**config.mk**
```make
export PLATFORM = sky130hd
export DESIGN_NAME = uart_rx_cfg
export DESIGN_NICKNAME = d
export VERILOG_FILES = /design/src/rtl/uart_rx_cfg.sv
export SDC_FILE = /design/constraint.sdc
export NUM_CORES = 1
export LEC_CHECK = 0
export ABC_AREA = 1
export BUFFER_PORTS_ARGS = -buffer_cell sky130_fd_sc_hd__buf_2
export CORE_MARGIN = 2
export CORE_UTILIZATION = 25
export DETAILED_ROUTE_END_ITERATION = 16
export PLACE_DENSITY = 0.52
export SYNTH_ARGS = -nofsm -noshare
export SYNTH_HDL_FRONTEND = slang
export SYNTH_SLANG_ARGS = --single-unit
export TNS_END_PERCENT = 50
```
**constraint.sdc**
```tcl
create_clock -name sys_clk -period 2.6 [get_ports sys_clk]
set_clock_uncertainty 0.2 [all_clocks]
set_input_delay 0.52 -clock sys_clk [delete_from_list [all_inputs] [get_ports sys_clk]]
set_output_delay 0.52 -clock sys_clk [all_outputs]
set_load 0.1 [all_outputs]
```
**src/rtl/uart_rx_cfg.sv**
```systemverilog
// Purpose: configurable UART receiver (5..9 data bits, none/odd/even parity, 1 or 2 stop bits).
// Latency: po_flag rises about 2 + MID cycles into the last stop bit; all result outputs are valid with it.
// Backpressure: none; each result is held until the next frame completes, and a missed po_flag pulse is not recoverable.
module uart_rx_cfg #(
  parameter int CLK_FREQ  = 50_000_000,
  parameter int UART_BPS  = 9600,
  parameter int DATA_BITS = 8,
  parameter int PARITY    = 0,
  parameter int STOP_BITS = 1
) (
  input  logic                 sys_clk,
  input  logic                 sys_rst,
  input  logic                 rx,
  output logic [DATA_BITS-1:0] po_data,
  output logic                 po_flag,
  output logic                 parity_err,
  output logic                 frame_err,
  output logic                 busy
);

  localparam int BAUD_CNT_MAX = CLK_FREQ / UART_BPS;
  localparam int CW           = $clog2(BAUD_CNT_MAX);
  localparam int MID          = BAUD_CNT_MAX / 2;

  localparam logic [CW-1:0] CNT_SAMP_A = CW'(MID - 1);
  localparam logic [CW-1:0] CNT_SAMP_B = CW'(MID);
  localparam logic [CW-1:0] CNT_DEC    = CW'(MID + 1);
  localparam logic [CW-1:0] CNT_LAST   = CW'(BAUD_CNT_MAX - 1);
  localparam logic [3:0]    LAST_DATA  = 4'(DATA_BITS - 1);
  localparam logic [3:0]    LAST_STOP  = 4'(STOP_BITS - 1);
  localparam logic          PAR_ODD    = (PARITY == 1);

  // Reject configurations the sampling scheme cannot support.
  if (BAUD_CNT_MAX < 16) begin : g_baud_err
    $error("uart_rx_cfg: CLK_FREQ/UART_BPS must be at least 16");
  end
  if (DATA_BITS < 5 || DATA_BITS > 9 || PARITY < 0 || PARITY > 2 ||
      STOP_BITS < 1 || STOP_BITS > 2) begin : g_cfg_err
    $error("uart_rx_cfg: illegal DATA_BITS/PARITY/STOP_BITS");
  end

  typedef enum logic [2:0] {
    ST_IDLE, ST_START, ST_DATA, ST_PARITY, ST_STOP, ST_DONE
  } state_t;

  state_t                 state, state_next;
  logic                   rx_s1, rx_s2, rx_s3;
  logic [CW-1:0]          cnt;
  logic [3:0]             bit_cnt;
  logic                   samp_a, samp_b;
  logic [DATA_BITS-1:0]   shreg;
  logic                   par_acc, stop_acc;
  logic                   maj, at_dec, bit_end, start_edge;

  assign maj        = (samp_a & samp_b) | (samp_a & rx_s3) | (samp_b & rx_s3);
  assign at_dec     = (cnt == CNT_DEC);
  assign bit_end    = (cnt == CNT_LAST);
  assign start_edge = (state == ST_IDLE) && !rx_s2 && rx_s3;
  assign po_flag    = (state == ST_DONE);
  assign busy       = (state != ST_IDLE);

  // Two-flop synchroniser plus one delay stage for edge detection and sampling.
  always_ff @(posedge sys_clk) begin
    if (sys_rst) begin
      rx_s1 <= 1'b1;
      rx_s2 <= 1'b1;
      rx_s3 <= 1'b1;
    end else begin
      rx_s1 <= rx;
      rx_s2 <= rx_s1;
      rx_s3 <= rx_s2;
    end
  end

  // State register.
  always_ff @(posedge sys_clk) begin
    if (sys_rst) state <= ST_IDLE;
    else         state <= state_next;
  end

  // Next-state logic; the last stop bit finishes at its decision point, not at bit end.
  always_comb begin
    state_next = state;
    case (state)
      ST_IDLE:   if (start_edge) state_next = ST_START;
      ST_START: begin
        if (at_dec && maj)  state_next = ST_IDLE;
        else if (bit_end)   state_next = ST_DATA;
      end
      ST_DATA:   if (bit_end && bit_cnt == LAST_DATA)
                   state_next = (PARITY != 0) ? ST_PARITY : ST_STOP;
      ST_PARITY: if (bit_end) state_next = ST_STOP;
      ST_STOP:   if (at_dec && bit_cnt == LAST_STOP) state_next = ST_DONE;
      ST_DONE:   state_next = ST_IDLE;
      default:   state_next = ST_IDLE;
    endcase
  end

  // Baud/bit counters, majority sampling, shift register and result registers.
  always_ff @(posedge sys_clk) begin
    if (sys_rst) begin
      cnt        <= '0;
      bit_cnt    <= '0;
      samp_a     <= 1'b0;
      samp_b     <= 1'b0;
      shreg      <= '0;
      par_acc    <= 1'b0;
      stop_acc   <= 1'b0;
      po_data    <= '0;
      parity_err <= 1'b0;
      frame_err  <= 1'b0;
    end else begin
      if (state == ST_IDLE || state_next == ST_IDLE) cnt <= '0;
      else if (bit_end)                              cnt <= '0;
      else                                           cnt <= cnt + 1'b1;

      if (state_next != state) bit_cnt <= '0;
      else if (bit_end)        bit_cnt <= bit_cnt + 1'b1;

      if (cnt == CNT_SAMP_A) samp_a <= rx_s3;
      if (cnt == CNT_SAMP_B) samp_b <= rx_s3;

      if (state == ST_DATA && at_dec) shreg <= {maj, shreg[DATA_BITS-1:1]};

      if (state == ST_IDLE) begin
        par_acc  <= 1'b0;
        stop_acc <= 1'b0;
      end
      if (state == ST_PARITY && at_dec) par_acc <= ((^shreg) ^ maj) != PAR_ODD;
      if (state == ST_STOP && at_dec)   stop_acc <= stop_acc | ~maj;

      // Results are loaded on entry to DONE so they are valid alongside po_flag.
      if (state == ST_STOP && state_next == ST_DONE) begin
        po_data    <= shreg;
        parity_err <= par_acc;
        frame_err  <= stop_acc | ~maj;
      end
    end
  end

endmodule

```
==> flow_summary.yaml, run 1 <==
timing:
  finalHoldViolCount: 0
  layout_setup_ws_ns: 0.2920
  fmax_mhz: 433.3
  period_needed_ns: 2.308
  setup_tns_ns: 0
  maxSlewHeadroom_pct: 66.26
  grt_setup_unrepaired: "no"
  slew_viol_final: 0
  tightestPinTransition_ns: 0.5061
  period_share_pct: 88.77
  finalSetupViolations: 0
clocking:
  clkLatencyLatePin_ns: 0.31
  cts_root_buf: "clkbuf_8"
  cts_resized: 0
  clock_path_buffers: 2
  cts_sinks: 45
  cts_buffers: 5
  cts_tree: "built"
  htreeDepth: 2
  cts_hold_buf: 0
  post_cts_buffers: 0
  clk_pin_slew_worst_paths_ns: 0.10
worst_setup_path:
  critPathArrivalTime_ns: 1.59
  crit_family: "buffers and inverters"
  critPathKind: "reg -> out"
  path_buf_inv: 2
  r2r-start: "cnt[0]"
  r2r_setup_slack_ns: 0.44
  cp-start-kind: "register"
  r2r_cells: 10
  end_kind: "primary output"
  cp_slowest_stage_delay_ns: 0.48
  slowest_stage: "buf_2"
  critPathMaxFanout: 5
  cp_cell_sequence: "inv_1 -> nand2_1 -> buf_2"
  cp.required_ns: 1.88
  r2r-end: "cnt[2]"
synth:
  synth_mux_area_share_pct: 0
  yosys.area_share.xor_xnor_pct: 7.919
  synth_fa_ha_area_share_pct: 2.828
  synth_warnings: 0
  ys_seq_area_share_pct: 40.72
  synth_nets: 308
  synthCells: 300
  avgSynthCellArea_um2: 7.374
  synth_top_family_by_area: "simple AND/OR/NAND/NOR gates"
  yosys.cell_types.count: 30
  ys_seq_elements: 45
  synth_area_um2: 2212
  synthSimpleGateAreaFrac_pct: 32.69
  synth_compound_area_share_pct: 7.183
finish:
  area_growth_pct: 14.08
  antenna_cells: 0
  drive_gt1_share_pct: 16.88
  fill_cells: 938
  layout_commonest_cell: "nor2_1"
  nets: 327
  layout_common_cells: "nor2_1, nand2_1, dfxtp_1, inv_1, nand3_1"
floorplan:
  num_rows: 34
  fp.coreArea_um2: 8636
  start_util_pct: 25.62
  dieHeight_um: 98.07
  num_io_pins: 15
  die_area_um2: 9617
  dieWidth_um: 98.07
global_routing:
  grt_max_degree: 17
  grtUsageTotal_pct: 9.964
  first_global_vias: 1818
  grt_pass1_wl_um: 7990
  grt_overflow: 0
  grt_antenna_before_repair: 0
pwr:
  irDropWorstVdd_v: 0.0002086
  p_per_area_nw_per_um2: 507.0
  p_total_mw: 1.280
  p_leak_nw: 1.018
route:
  wire_per_inst_um: 10.41
  drtIter0Drc: 80
  drt-vias-per-instance: 4.280
  drt_pass1_iterations: 4
  wl_um: 4455
  post-route-drc-count: 0
  vias: 1832
  antenna_left: 0
placed_design:
  hpwlAfterDp_um: 3321
  port-buffer-count: 14
  place_ws_ns: 0.4209
  routabilityCongestion: 0.8796
worst_hold_path:
  worstHoldPathCells: 2
  holdPathEnd: "rx_s1"
  hold_class: "in -> reg"
  hp-start: "rx"
run_status:
  status: "completed"
job:
  max_cap_violations: 0
## kinds of logic (layout without fill, tap and decap cells)
group,count (synthesis),after routing
xor gates and xnor gates,20,20
buffers and inverters,46,66
adders and majority gates,5,5
AOI/OAI and AO/OA,30,30
and+or+nand+nor,154,154
DFF,45,45
## power by group
| group | total, mW | internal, mW | leakage, nW | switching, mW |
|---|---|---|---|---|
| logic | 0.0409 | 0.0105 | 0.597 | 0.0304 |
| registers | 0.694 | 0.691 | 0.363 | 0.00214 |
| clock network | 0.545 | 0.288 | 0.0585 | 0.257 |
## through the flow
step	cell area [µm²]	hold slack, ns	cells	utilization, %
3_3_place_gp	2411	0.1914	420	27.92
6_report	2524	0.1975	428	29.22
4_1_cts	2524	0.1917	428	29.22
5_1_grt	2524	0.1882	428	29.22
2_1_floorplan	2217	0.1895	300	-
3_5_place_dp	2411	0.1990	420	27.92
## registers in the layout, indices dropped and copies added, names as in the netlist
signal and cells:
cnt 13, bit_cnt 4, state 3, frame_err 1, po_data 8, par_acc 1, rx_s3 1, rx_s1 1
shreg 8, stop_acc 1, samp_a 1, parity_err 1, samp_b 1, rx_s2 1
## worst reg2reg max path, stage by stage (launching register included)
cell	delay (ns)
dfxtp_1	0.40
ha_1	0.28
nand2_1	0.08
nor2_1	0.16
nand3_2	0.20
a21oi_2	0.19
nand2_1	0.08
nor2_2	0.11
nand3_2	0.10
nand2_4	0.19
nor2_1	0.06
## layer usage
layer	vias up	global-route usage, %	routed length [µm]	share of wire [%]
met5	-	0	0	0
met4	0	4.060	80	1.8
met3	5	1.575	94	2.1
met2	18	17.12	2025	45
met1	822	12.42	2255	51
li1	987	-	-	-
## worst max path at each step
| stage | endpoint | depth (start not counted) | from | slack (ns) |
|---|---|---|---|---|
| 4_1_cts | busy | 3 | state[2] | 0.31 |
| 3_5_place_dp | cnt[2] | 10 | cnt[0] | 0.42 |
| 3_3_place_gp | cnt[0] | 10 | cnt[0] | 0.51 |
| 2_1_floorplan | po_flag | 2 | state[0] | 0.23 |
| 6_report | busy | 3 | state[2] | 0.29 |
| 5_1_grt | cnt[2] | 10 | cnt[0] | 0.18 |
## Yosys cell counts, drive strengths merged
master / n / area [µm²]
nor2: 59 / 264.0
nand2: 47 / 186.4
xor2: 13 / 113.9
inv: 39 / 146.4
a21oi: 15 / 82.58
nor3b: 2 / 15.01
nand4: 6 / 37.54
clkinv: 1 / 3.750
clkbuf: 3 / 12.51
xnor2: 7 / 61.31
a31oi: 1 / 6.260
nor3: 12 / 65.06
or2: 3 / 18.77
nand3: 24 / 130.1
dfxtp: 45 / 900.9
ha: 5 / 62.56
o21ai: 14 / 70.07
nor4: 1 / 6.260
buf: 3 / 28.77
## cell type report
cell class	count	area, µm²	share of cell area (%)
clock buffer	5	68.82	2.727
clock inverter	3	43.79	1.735
inverter	40	150.1	5.949
multi-input combinational	209	1125	44.57
sequential	45	900.9	35.70
tap	108	135.1	5.355
timing repair buffer	18	100.1	3.966
(Power assumes the default switching activity.)
==> run 2, diff against run 1 <==
ABC_AREA = not set   (was 1)
==> run 2 against run 1 <==
Compared with the run above:
- critical path depth unchanged
- die area fell by 6.0%
- register-to-register slack worse by 0.09 ns
- synthesized cell count is 28% lower
- clock power is 0.9% higher
- core utilization grew 0.16 points
- sequential power about the same
- cell count decreased by 21%
- via count down 19%
- power decreased by 0.13%
- sequential cell count did not move
- fmax fell by 2.5%
==> flow_summary.yaml, run 2 <==
clocking:
  cts_resized: 0
  cts_sinks: 45
  htreeDepth: 2
  cts_tree: "built"
  cts_root_buf: "clkbuf_8"
  clk_pin_slew_worst_paths_ns: 0.08
  clkLatencyLatePin_ns: 0.29
  post_cts_buffers: 0
  clock_path_buffers: 2
  cts_buffers: 5
  cts_hold_buf: 0
placed_design:
  port-buffer-count: 14
  place_inst: 330
  routabilityCongestion: 0.7922
  hpwlAfterDp_um: 2741
global_routing:
  grtUsageTotal_pct: 9.276
  grt_pass1_wl_um: 6610
  grt_max_degree: 29
  grt_antenna_before_repair: 0
  grt_overflow: 0
  first_global_vias: 1438
worst_setup_path:
  end_kind: "primary output"
  cp-start-kind: "register"
  r2r-start: "cnt[0]"
  critPathArrivalTime_ns: 1.65
  r2r_cells: 6
  slowest_stage: "dfxtp_1"
  critPathKind: "reg -> out"
  critPathMaxFanout: 8
  cp_slowest_stage_delay_ns: 0.50
  r2r-end: "bit_cnt[3]"
  r2r_setup_slack_ns: 0.35
  cp_cell_sequence: "inv_1 -> nor3_4 -> buf_2"
  cp.required_ns: 1.88
synth:
  synth_top_cell_by_area: "dfxtp_1"
  synth-main-ff-cell: "dfxtp_1"
  ys_seq_elements: 45
  synthTopCellsByArea: "dfxtp_1, mux2i_1, nor2_1"
  synth_nets: 224
  synth_warnings: 0
  synth_most_common_cell: "dfxtp_1"
  ys_seq_area_share_pct: 43.45
  yosys.cell_types.count: 41
  synth_area_um2: 2073
  avgSynthCellArea_um2: 9.598
  synth_top_area_share_pct: 43.45
  async_reset_ff_share_pct: 0
  synthTopCellsByCount: "dfxtp_1, nor2_1, mux2i_1"
  synthCells: 216
  synth_edf_count: 0
route:
  antenna_left: 0
  wl_um: 3886
  vias: 1493
  post-route-drc-count: 0
  drt-vias-per-instance: 4.417
  drt_pass1_iterations: 4
  drtIter0Drc: 81
  wire_per_inst_um: 11.50
floorplan:
  fp.coreArea_um2: 8134
  num_io_pins: 15
  start_util_pct: 25.49
  die_area_um2: 9037
  dieWidth_um: 95.07
  num_rows: 33
  dieHeight_um: 95.07
worst_hold_path:
  hp-start: "rx"
  holdPathEnd: "rx_s1"
  worstHoldPathCells: 2
  hold_class: "in -> reg"
finish:
  instances_no_fill: 338
  multi_input_area_um2: 1115
  largest-register: "cnt"
  antenna_cells: 0
  fill_cells: 847
  drive_gt1_share_pct: 17.17
  layout_common_cells: "dfxtp_1, nor2_1, mux2i_1, buf_2"
  layout_commonest_cell: "dfxtp_1"
  seqCellArea_um2: 900.9
  reg_top3: "cnt (13), po_data (8), shreg (8)"
  nets: 240
  largest_register_ffs: 13
  area_growth_pct: 15.27
pwr:
  p_leak_nw: 0.8706
  irDropWorstVdd_v: 0.0002782
  p_per_area_nw_per_um2: 534.7
  p_total_mw: 1.278
timing:
  finalSetupViolations: 0
  fmax_mhz: 422.3
  slew_viol_final: 0
  period_share_pct: 91.08
  finalHoldViolCount: 0
  setup_tns_ns: 0
  period_needed_ns: 2.368
  tightestPinTransition_ns: 0.8169
  maxSlewHeadroom_pct: 44.97
  grt_setup_unrepaired: "no"
run_status:
  status: "completed"
job:
  max_cap_violations: 0
==> run 2: cell count changes in the layout (fill, tap and decap cells not counted), moves of 10 or more <==
cell	previous run	this run
o21ai_0	14	4
inv_1	35	12
nand3_1	22	7
nor2_2	11	0
nor2_1	46	36
nand2_1	45	7
mux2i_1	0	20
a21oi_1	13	2
==> run 2: area by class of cell <==
class	count	area share [%]
Clock buffer	6	3.456
Clock inverter	2	1.571
Inverter	12	1.885
Multi-Input combinational cell	153	46.65
Sequential cell	45	37.70
Tap cell	105	5.497
Timing Repair Buffer	15	3.246
==> run 2: critical path: cells and delay by family (launching register included) <==
kind	cells	cell delay [ns]
and+or+nand+nor	1	0.22
DFF	1	0.50
buffers and inverters	2	0.63
==> run 2: worst max-delay path by stage <==
| stage | slack [ns] | cells after the start | to | start |
|---|---|---|---|---|
| final | 0.23 | 3 | po_flag | state[0] |
| after global routing | 0.13 | 3 | po_flag | state[0] |
| after CTS | 0.20 | 3 | po_flag | state[0] |
| after detailed placement | 0.38 | 6 | bit_cnt[3] | cnt[0] |
| after global placement | 0.42 | 6 | bit_cnt[3] | cnt[0] |
| after floorplan | 0.35 | 3 | po_flag | state[0] |
==> run 2: cell families after synthesis <==
group / share of synthesized area (%)
AND/OR/NAND/NOR: 24.80
flip-flops: 43.45
XOR/XNOR: 9.535
multiplexers: 9.656
buffers and inverters: 3.319
AO/OA/AOI/OAI: 6.217
adder cells (fa/ha/maj): 3.018
==> run 2: stage by stage <==
step           hold WS, ns  instance area, µm²  util (%)  worst slack, ns
2_1_floorplan       0.1895                2085         -           0.3497
3_3_place_gp        0.1948                2270     27.90           0.4150
3_5_place_dp        0.1984                2270     27.90           0.3796
4_1_cts             0.1935                2390     29.38           0.2046
5_1_grt             0.2082                2390     29.38           0.1270
6_report            0.2007                2390     29.38           0.2319
==> run 2: power by group <==
part	leakage, nW	total (mW)	internal (mW)	switching (mW)
Combinational	0.450	0.0328	0.00839	0.0244
Sequential	0.363	0.695	0.692	0.00365
Clock	0.0574	0.550	0.313	0.237
==> run 2: metal layers <==
| layer | global-route usage, % | wire length [µm] |
|---|---|---|
| met1 | 12.70 | 2014 |
| met2 | 14.50 | 1638 |
| met3 | 2.372 | 188 |
| met4 | 2.536 | 44 |
| met5 | 0 | 0 |
==> run 3, diff against run 2 <==
clock period = 3 ns   (was 2.6 ns; I/O delays follow)
==> run 3 against run 2 <==
Compared with the run above:
- core utilization down 0.22 points
- design area is 0.73% lower
- largest cell class unchanged
- global-route usage barely moved
- critical path depth unchanged
- via count down 0.94%
- register-to-register slack better by 0.35 ns
- critical path type unchanged
- clock power fell by 13%
- count of clock-buffer cells in the layout fell by 1
- cell count decreased by 0.30%
- die area unchanged
==> flow_summary.yaml, run 3 (same netlist as run 2, synthesis figures left out) <==
route:
  antenna_left: 0
  drt_pass1_iterations: 4
  vias: 1479
  wl_um: 3889
  wire_per_inst_um: 11.54
  post-route-drc-count: 0
  drtIter0Drc: 85
  drt-vias-per-instance: 4.389
clocking:
  cts_hold_buf: 0
  post_cts_buffers: 0
  cts_resized: 0
  cts_sinks: 45
  clkLatencyLatePin_ns: 0.30
  cts_buffers: 5
  htreeDepth: 2
  clock_path_buffers: 2
  clk_pin_slew_worst_paths_ns: 0.09
  cts_root_buf: "clkbuf_8"
  cts_tree: "built"
pwr:
  irDropWorstVdd_v: 0.0002526
  p_per_area_nw_per_um2: 468.0
  p_leak_nw: 0.8674
floorplan:
  dieHeight_um: 95.07
  fp.coreArea_um2: 8134
  die_area_um2: 9037
  dieWidth_um: 95.07
  num_rows: 33
  start_util_pct: 25.49
  num_io_pins: 15
timing:
  finalSetupViolations: 0
  maxSlewHeadroom_pct: 48.76
  holdWs_ns: 0.2148
  period_share_pct: 80.52
  grt_setup_unrepaired: "no"
  period_needed_ns: 2.416
  finalHoldViolCount: 0
  slew_viol_final: 0
  fmax_mhz: 414.0
  setup_tns_ns: 0
  tightestPinTransition_ns: 0.7606
finish:
  fin_util_pct: 29.16
  nets: 239
  layout_commonest_cell: "dfxtp_1"
  drive_gt1_share_pct: 16.81
  fill_cells: 874
  seqCellArea_um2: 900.9
  multi_input_area_um2: 1109
  largest-register: "cnt"
  reg_top3: "cnt (13), po_data (8), shreg (8)"
  antenna_cells: 0
  area_growth_pct: 14.42
  instances_no_fill: 337
  largest_register_ffs: 13
  layout_common_cells: "dfxtp_1, nor2_1, mux2i_1, buf_2"
global_routing:
  grtUsageTotal_pct: 9.284
  first_global_vias: 1436
  grt_pass1_wl_um: 6727
  grt_antenna_before_repair: 0
  grt_overflow: 0
  grt_max_degree: 29
worst_setup_path:
  r2r-end: "bit_cnt[3]"
  cp-start-kind: "register"
  cp_slowest_stage_delay_ns: 0.52
  r2r_setup_slack_ns: 0.70
  critPathMaxFanout: 8
  slowest_stage: "dfxtp_1"
  end_kind: "primary output"
  r2r-start: "cnt[0]"
  critPathKind: "reg -> out"
  cp_cell_sequence: "inv_1 -> nor3_2 -> buf_2"
  cp.required_ns: 2.20
  critPathArrivalTime_ns: 1.62
  r2r_cells: 6
placed_design:
  place_inst: 329
  port-buffer-count: 14
  hpwlAfterDp_um: 2757
  routabilityCongestion: 0.8140
job:
  max_cap_violations: 0
worst_hold_path:
  hold_class: "reg -> reg"
  hp-start: "rx_s1"
  worstHoldPathCells: 1
  holdPathEnd: "rx_s2"
run_status:
  status: "completed"
[run 3: final cells by class]
type	count	share of cell area, %
multi-input combinational	153	46.73
sequential	45	37.97
clock inverter	3	2.004
timing repair buffer	14	2.954
tap	105	5.538
inverter	12	1.899
clock buffer	5	2.901
[run 3: metal layers]
metal	wire [µm]	up-vias	GRT usage (%)	share of wire, %
li1	-	766	-	-
met1	2021	693	12.69	52
met2	1701	17	14.32	44
met3	158	3	3.083	4.1
met4	8	0	1.812	0.21
met5	0	-	0	0
[run 3: per-stage QoR]
step	setup slack (ns)	power [mW]	cell area, µm²
after floorplan	0.2720	0.6382	2078
after global placement	0.7696	0.6453	2256
final	0.5844	1.110	2372
after detailed placement	0.7271	0.6455	2256
after CTS	0.5696	1.124	2372
after global routing	0.4684	1.150	2372
[run 3: how the worst max path moves through the flow]
stage	start	to	cells past startpoint
2_1_floorplan	state[0]	po_flag	3
3_3_place_gp	cnt[0]	bit_cnt[3]	6
3_5_place_dp	cnt[0]	bit_cnt[3]	6
4_1_cts	state[0]	po_flag	3
5_1_grt	state[0]	po_flag	3
6_report	state[0]	po_flag	3
[run 3: report_power, final]
part / total, mW / internal [mW] / switching [mW]
logic: 0.0282 / 0.00725 / 0.0209
clock network: 0.479 / 0.254 / 0.225
registers: 0.603 / 0.600 / 0.00325
total: 1.11 / 0.861 / 0.249
[run 3: worst max-delay path: cells and delay by family, from the launching register on]
family                 cells  cell delay [ns]
and+or+nand+nor            1             0.19
DFF                        1             0.52
buffers and inverters      2             0.60
